`src/rtl/pipe_ctrl_if.sv`:
```
// Bundle of pipeline hazard inputs and control/status outputs for pipe_ctrl.
// The master side drives pipeline state; the slave side (pipe_ctrl) returns control.
interface pipe_ctrl_if;
  logic [63:0] f_predPC;
  logic [3:0]  D_icode;
  logic [3:0]  E_icode;
  logic [3:0]  M_icode;
  logic [3:0]  d_srcA;
  logic [3:0]  d_srcB;
  logic [3:0]  E_dstM;
  logic        e_Cnd;
  logic [2:0]  m_stat;
  logic [2:0]  W_stat;

  logic [63:0] F_predPC;
  logic        F_stall;
  logic        D_stall;
  logic        D_bubble;
  logic        E_bubble;
  logic        M_bubble;
  logic        W_stall;
  logic        set_cc;
  logic        halted;
  logic [2:0]  halt_stat;
  logic [31:0] cycle_cnt;
  logic [15:0] lu_cnt;
  logic [15:0] mp_cnt;
  logic [15:0] ret_cnt;

  modport master (
    output f_predPC, D_icode, E_icode, M_icode, d_srcA, d_srcB, E_dstM,
           e_Cnd, m_stat, W_stat,
    input  F_predPC, F_stall, D_stall, D_bubble, E_bubble, M_bubble, W_stall,
           set_cc, halted, halt_stat, cycle_cnt, lu_cnt, mp_cnt, ret_cnt
  );

  modport slave (
    input  f_predPC, D_icode, E_icode, M_icode, d_srcA, d_srcB, E_dstM,
           e_Cnd, m_stat, W_stat,
    output F_predPC, F_stall, D_stall, D_bubble, E_bubble, M_bubble, W_stall,
           set_cc, halted, halt_stat, cycle_cnt, lu_cnt, mp_cnt, ret_cnt
  );
endinterface

```
`src/rtl/pipe_ctrl.sv`:
```
// Pipeline hazard control: stall/bubble generation, halt on writeback exception,
// fetch PC register and saturating event counters.
module pipe_ctrl (
  input  logic       clk,
  input  logic       reset,
  pipe_ctrl_if.slave bus
);
  localparam logic [3:0] IMRMOVQ = 4'd5;
  localparam logic [3:0] IOPQ    = 4'd6;
  localparam logic [3:0] IJXX    = 4'd7;
  localparam logic [3:0] IRET    = 4'd9;
  localparam logic [3:0] IPOPQ   = 4'd11;
  localparam logic [3:0] RNONE   = 4'd15;
  localparam logic [2:0] S_ADR   = 3'd2;
  localparam logic [2:0] S_INS   = 3'd3;
  localparam logic [2:0] S_HLT   = 3'd4;
  localparam logic [2:0] S_AOK   = 3'd1;

  typedef enum logic {RUN, HALTED} state_t;

  state_t      state_q, state_d;
  logic        load_use, mispredict, ret_hz, m_exc, w_exc;
  logic        f_stall, d_stall, d_bubble, e_bubble, m_bubble, w_stall, set_cc;
  logic [63:0] pc_q;
  logic [2:0]  halt_stat_q;
  logic [31:0] cycle_q;
  logic [15:0] lu_q, mp_q, ret_q;

  always_comb begin
    load_use   = (bus.E_icode == IMRMOVQ || bus.E_icode == IPOPQ) &&
                 (bus.E_dstM != RNONE) &&
                 (bus.E_dstM == bus.d_srcA || bus.E_dstM == bus.d_srcB);
    mispredict = (bus.E_icode == IJXX) && !bus.e_Cnd;
    ret_hz     = (bus.D_icode == IRET) || (bus.E_icode == IRET) || (bus.M_icode == IRET);
    m_exc      = bus.m_stat inside {S_ADR, S_INS, S_HLT};
    w_exc      = bus.W_stat inside {S_ADR, S_INS, S_HLT};
  end

  // Load-use wins over ret for the decode register: stalling keeps the
  // dependent instruction, so it must not also be bubbled.
  always_comb begin
    state_d  = state_q;
    f_stall  = load_use || ret_hz;
    d_stall  = load_use;
    d_bubble = mispredict || (ret_hz && !load_use);
    e_bubble = mispredict || load_use;
    m_bubble = m_exc || w_exc;
    w_stall  = w_exc;
    set_cc   = (bus.E_icode == IOPQ) && !m_exc && !w_exc;
    case (state_q)
      RUN: begin
        if (w_exc) state_d = HALTED;
      end
      HALTED: begin
        f_stall  = 1'b1;
        d_stall  = 1'b1;
        w_stall  = 1'b1;
        m_bubble = 1'b1;
        d_bubble = 1'b0;
        e_bubble = 1'b0;
        set_cc   = 1'b0;
      end
      default: state_d = RUN;
    endcase
  end

  always_ff @(posedge clk) begin
    if (reset) state_q <= RUN;
    else       state_q <= state_d;
  end

  // Everything here is frozen once halted; only reset brings it back.
  always_ff @(posedge clk) begin
    if (reset) begin
      pc_q        <= '0;
      halt_stat_q <= S_AOK;
      cycle_q     <= '0;
      lu_q        <= '0;
      mp_q        <= '0;
      ret_q       <= '0;
    end else if (state_q == RUN) begin
      if (cycle_q != '1)             cycle_q <= cycle_q + 32'd1;
      if (load_use   && lu_q  != '1) lu_q    <= lu_q + 16'd1;
      if (mispredict && mp_q  != '1) mp_q    <= mp_q + 16'd1;
      if (ret_hz     && ret_q != '1) ret_q   <= ret_q + 16'd1;
      if (!f_stall)                  pc_q    <= bus.f_predPC;
      if (w_exc)                     halt_stat_q <= bus.W_stat;
    end
  end

  assign bus.F_stall   = f_stall;
  assign bus.D_stall   = d_stall;
  assign bus.D_bubble  = d_bubble;
  assign bus.E_bubble  = e_bubble;
  assign bus.M_bubble  = m_bubble;
  assign bus.W_stall   = w_stall;
  assign bus.set_cc    = set_cc;
  assign bus.F_predPC  = pc_q;
  assign bus.halted    = (state_q == HALTED);
  assign bus.halt_stat = halt_stat_q;
  assign bus.cycle_cnt = cycle_q;
  assign bus.lu_cnt    = lu_q;
  assign bus.mp_cnt    = mp_q;
  assign bus.ret_cnt   = ret_q;
endmodule

```
`src/flat_wrapper.sv`:
```
// flat-port wrapper written by rule: the top's interface ports become plain ports
module pipe_ctrl_flat 
  (clk, reset, bus_f_predPC, bus_D_icode, bus_E_icode, bus_M_icode, bus_d_srcA, bus_d_srcB, bus_E_dstM, bus_e_Cnd, bus_m_stat, bus_W_stat, bus_F_predPC, bus_F_stall, bus_D_stall, bus_D_bubble, bus_E_bubble, bus_M_bubble, bus_W_stall, bus_set_cc, bus_halted, bus_halt_stat, bus_cycle_cnt, bus_lu_cnt, bus_mp_cnt, bus_ret_cnt);
  pipe_ctrl_if bus_i ();
  input  logic clk;
  input  logic reset;
  input wire logic [$bits(bus_i.f_predPC)-1:0] bus_f_predPC;
  input wire logic [$bits(bus_i.D_icode)-1:0] bus_D_icode;
  input wire logic [$bits(bus_i.E_icode)-1:0] bus_E_icode;
  input wire logic [$bits(bus_i.M_icode)-1:0] bus_M_icode;
  input wire logic [$bits(bus_i.d_srcA)-1:0] bus_d_srcA;
  input wire logic [$bits(bus_i.d_srcB)-1:0] bus_d_srcB;
  input wire logic [$bits(bus_i.E_dstM)-1:0] bus_E_dstM;
  input wire logic [$bits(bus_i.e_Cnd)-1:0] bus_e_Cnd;
  input wire logic [$bits(bus_i.m_stat)-1:0] bus_m_stat;
  input wire logic [$bits(bus_i.W_stat)-1:0] bus_W_stat;
  output wire logic [$bits(bus_i.F_predPC)-1:0] bus_F_predPC;
  output wire logic [$bits(bus_i.F_stall)-1:0] bus_F_stall;
  output wire logic [$bits(bus_i.D_stall)-1:0] bus_D_stall;
  output wire logic [$bits(bus_i.D_bubble)-1:0] bus_D_bubble;
  output wire logic [$bits(bus_i.E_bubble)-1:0] bus_E_bubble;
  output wire logic [$bits(bus_i.M_bubble)-1:0] bus_M_bubble;
  output wire logic [$bits(bus_i.W_stall)-1:0] bus_W_stall;
  output wire logic [$bits(bus_i.set_cc)-1:0] bus_set_cc;
  output wire logic [$bits(bus_i.halted)-1:0] bus_halted;
  output wire logic [$bits(bus_i.halt_stat)-1:0] bus_halt_stat;
  output wire logic [$bits(bus_i.cycle_cnt)-1:0] bus_cycle_cnt;
  output wire logic [$bits(bus_i.lu_cnt)-1:0] bus_lu_cnt;
  output wire logic [$bits(bus_i.mp_cnt)-1:0] bus_mp_cnt;
  output wire logic [$bits(bus_i.ret_cnt)-1:0] bus_ret_cnt;
  assign bus_i.f_predPC = bus_f_predPC;
  assign bus_i.D_icode = bus_D_icode;
  assign bus_i.E_icode = bus_E_icode;
  assign bus_i.M_icode = bus_M_icode;
  assign bus_i.d_srcA = bus_d_srcA;
  assign bus_i.d_srcB = bus_d_srcB;
  assign bus_i.E_dstM = bus_E_dstM;
  assign bus_i.e_Cnd = bus_e_Cnd;
  assign bus_i.m_stat = bus_m_stat;
  assign bus_i.W_stat = bus_W_stat;
  assign bus_F_predPC = bus_i.F_predPC;
  assign bus_F_stall = bus_i.F_stall;
  assign bus_D_stall = bus_i.D_stall;
  assign bus_D_bubble = bus_i.D_bubble;
  assign bus_E_bubble = bus_i.E_bubble;
  assign bus_M_bubble = bus_i.M_bubble;
  assign bus_W_stall = bus_i.W_stall;
  assign bus_set_cc = bus_i.set_cc;
  assign bus_halted = bus_i.halted;
  assign bus_halt_stat = bus_i.halt_stat;
  assign bus_cycle_cnt = bus_i.cycle_cnt;
  assign bus_lu_cnt = bus_i.lu_cnt;
  assign bus_mp_cnt = bus_i.mp_cnt;
  assign bus_ret_cnt = bus_i.ret_cnt;
  pipe_ctrl u_core (.clk(clk), .reset(reset), .bus(bus_i));
endmodule
```
`config.mk`:
```
export PLATFORM = sky130hd
export DESIGN_NAME = pipe_ctrl_flat
export DESIGN_NICKNAME = d
export VERILOG_FILES = /design/src/rtl/pipe_ctrl_if.sv /design/src/rtl/pipe_ctrl.sv /design/src/flat_wrapper.sv
export SDC_FILE = /design/constraint.sdc
export NUM_CORES = 1
export LEC_CHECK = 0
export ABC_AREA = 1
export CORE_MARGIN = 2
export CORE_UTILIZATION = 50
export CTS_CLUSTER_DIAMETER = 120
export DETAILED_ROUTE_END_ITERATION = 16
export PLACE_DENSITY = 0.89
export SLEW_MARGIN = 0
export SYNTH_ARGS = -nofsm -noshare
export SYNTH_HDL_FRONTEND = slang
export SYNTH_SLANG_ARGS = --single-unit
```
`constraint.sdc`:
```
create_clock -name clk -period 3.3 [get_ports clk]
set_input_delay 0.66 -clock clk [delete_from_list [all_inputs] [get_ports clk]]
set_output_delay 0.66 -clock clk [all_outputs]
set_load 0.01 [all_outputs]
```
==> results.sh <==
export IMPL_synth_warnings=0
export IMPL_ios=252
export IMPL_wirelength_mm=23.9
export IMPL_post_route_drc_count=0
export IMPL_die_h_um=127
export IMPL_synth_most_common_cell="nand2_1"
export IMPL_synth_top_area_share_pct=39.0
export IMPL_htree_num_levels=4
export IMPL_timing_final_crit_period_ns=3.25
export IMPL_ir_drop_uv=332
export IMPL_gp_congestion=0.924
export IMPL_overflow=0
export IMPL_drive_gt1_share_pct=5.99
export IMPL_drv_cap=0
export IMPL_hold_violations=0
export IMPL_period_share_pct=98.5
export IMPL_finalClockSkew_ns=0.0102
export IMPL_vias_per_cell=5.48
export IMPL_maxSlewViolCount=0
export IMPL_grt_pass1_vias=8036
export IMPL_die_x_um=127
export IMPL_path_class="in -> out"
export IMPL_synth_area_per_cell_um2=6.75
export IMPL_synth_area_mm2=0.00760
export IMPL_synthArstFlopShare_pct=0
export IMPL_setup_viol=0
export IMPL_vias=8532
export IMPL_synth_area_top_cells="dfxtp_1, nand2_1, a21oi_1, nand4_1, nor2_1"
export IMPL_path_clk_slew_ns=0.06
export IMPL_power_switching_mw=1.17
export IMPL_antenna_found_initial=0
export IMPL_synthFlopType="dfxtp_1"
export IMPL_grt_pass1_wl_mm=38.0
export IMPL_synth_cell_types=33
export IMPL_wl_per_cell_um=15.4
export IMPL_place_ws_ns=0.0197
export IMPL_synth_cells=1126
export IMPL_hp_class="reg -> reg"
export IMPL_dieArea_mm2=0.0162
export IMPL_cts_root_buf="clkbuf_16"
export IMPL_p_comb_share_pct=13.9
export IMPL_ys_seq_area_share_pct=39.0
export IMPL_cp_end_kind="primary output"
export IMPL_portBuffers=251
export IMPL_core_rowCount=45
export IMPL_clk_path_buf_depth=2
export IMPL_power_share_clock_pct=46.7
export IMPL_drt_pass1_iterations=5
export IMPL_seqPwrFrac_pct=39.4
export IMPL_sw_frac_of_total_pct=24.0
export IMPL_grt_max_degree=69
export IMPL_area_growth_pct=42.7
export IMPL_start_util_pct=50.6
export IMPL_synth_edf_count=0
export IMPL_drtIter0Drc=635
export IMPL_coreArea_mm2=0.0150
export IMPL_dp_hpwl_mm=16.5
export IMPL_cp_start_kind="primary input"
export IMPL_n_fill_cell=1166
export IMPL_yosys_area_top_type="dfxtp_1"
export IMPL_worst_r2r_setup_slack_ns=1.04
export IMPL_cts_tree="done"
export IMPL_numClockSinks=148
export IMPL_tightest_slew_ns=0.775
export IMPL_arrival_ns=2.59
export IMPL_nets=1456
export IMPL_relSlewSlack_pct=48.4
export IMPL_power_leakage_nw=4.17
export IMPL_fmax_mhz=308
export IMPL_synthTopCellsByCount="nand2_1, dfxtp_1, nor2_1"
export IMPL_intPower_mw=3.69
export IMPL_path_max_fanout=6
export IMPL_grt_util_all_layers_pct=28.9
export IMPL_cts_buffers=17
export IMPL_ant_nets=0
export IMPL_clk_latency_ns=0.43
export IMPL_status="finished, final reports clean"
export IMPL_required_ns=2.64
export IMPL_postLayoutCoreUtil_pct=72.1
export IMPL_fin_ws_ns=0.0505
export IMPL_hold_slack_ns=0.459
export IMPL_pwr_density_cell_mw_per_mm2=448
export IMPL_syn_nets=1227
export IMPL_ys_seq_elements=148
export IMPL_hold_buffers=0
export IMPL_antennaDiodeCount=0
==> final timing paths <==
check                          startpoint                  endpoint  cells after the start
setup reg to reg  u_core.bus.cycle_cnt[0]  u_core.bus.cycle_cnt[21]                     10
hold reg to reg   u_core.bus.F_predPC[56]   u_core.bus.F_predPC[56]                      2
setup / recovery            bus_E_dstM[1]              bus_D_bubble                      9
hold / removal    u_core.bus.F_predPC[56]   u_core.bus.F_predPC[56]                      2
==> per-stage QoR <==
step	power, mW	instance area, µm²	TNS [ns]	cells
after floorplan	2.27	7600	0	1126
after global placement	2.60	10100	0	1524
after detailed placement	2.62	10100	0	1524
after CTS	4.87	10800	0	1556
after global routing	5.01	10800	-0.0193	1556
final	4.86	10800	0	1556
==> layout make-up <==
class | instances | area (µm²) | share of cell area (%)
multi-input cells | 828 | 3980 | 36.7
flip-flops and latches | 148 | 2960 | 27.3
repair buffers | 265 | 2620 | 24.1
clock buffers | 18 | 429 | 3.96
inverters | 95 | 359 | 3.31
clock inverters | 14 | 256 | 2.37
well taps | 188 | 235 | 2.17
==> worst max-delay path, cell delays in order <==
cell             delay [ns]
clkdlybuf4s50_1        0.54
buf_4                  0.16
nand3_1                0.14
nor2_2                 0.18
a21oi_2                0.06
nand2_2                0.15
nand2_1                0.09
nand2_1                0.07
clkdlybuf4s50_1        0.54
==> metal layers <==
layer | GRT usage (%) | routed length (µm)
met3 | 8.38 | 1850
met2 | 49.5 | 11900
met1 | 33.2 | 9420
met5 | 0 | 0
met4 | 13.4 | 810
==> state kept, by name, indices dropped and copies added (netlist names) <==
register              flops
u_core.bus.lu_cnt        16
u_core.bus.F_predPC      64
u_core.bus.ret_cnt       16
u_core.bus.halt_stat      3
u_core.bus.mp_cnt        16
u_core.bus.cycle_cnt     32
u_core.bus.halted         1
==> cells by family (layout without fill, tap and decap cells) <==
kind of cell    Yosys count  after routing  share of synthesized area [%]
compound gates          153            153                           10.3
xor+xnor                 41             41                           4.73
fa+ha+maj                 4              4                          0.659
buf+inv                 150            392                           8.78
flops                   148            148                           39.0
simple gates            630            630                           36.6
==> timing repair <==
action / CTS / global route
setup buffers: 0 / 0
pin swaps: 0 / 0
resized for setup: 2 / 5
setup endpoints to repair: 1 / 4
==> power by group through the flow <==
stage | clock [mW] | sequential [mW] | combinational, mW
floorplan | 0 | 1.98 | 0.284
global placement | 0 | 1.95 | 0.656
detailed placement | 0 | 1.95 | 0.666
CTS | 2.29 | 1.91 | 0.673
global route | 2.36 | 1.92 | 0.730
finish | 2.27 | 1.91 | 0.677
==> layout by cell type, fill, tap and decap left out, types with 5 or more instances in the layout <==
cell type and count:
xor2_1 28, bufinv_16 7, buf_4 15, nand3b_1 7
nand2_1 337, nor3_1 19, inv_1 85, nand3_2 5
nand2_2 5, nor2_2 7, clkdlybuf4s50_1 249, xnor2_1 13
clkbuf_16 17, nor2_1 124, nand4_1 77, o21ai_0 22
nand3_1 39, inv_2 7, dfxtp_1 148, a21oi_1 124
Note: power is estimated with default switching activity, not from simulation.
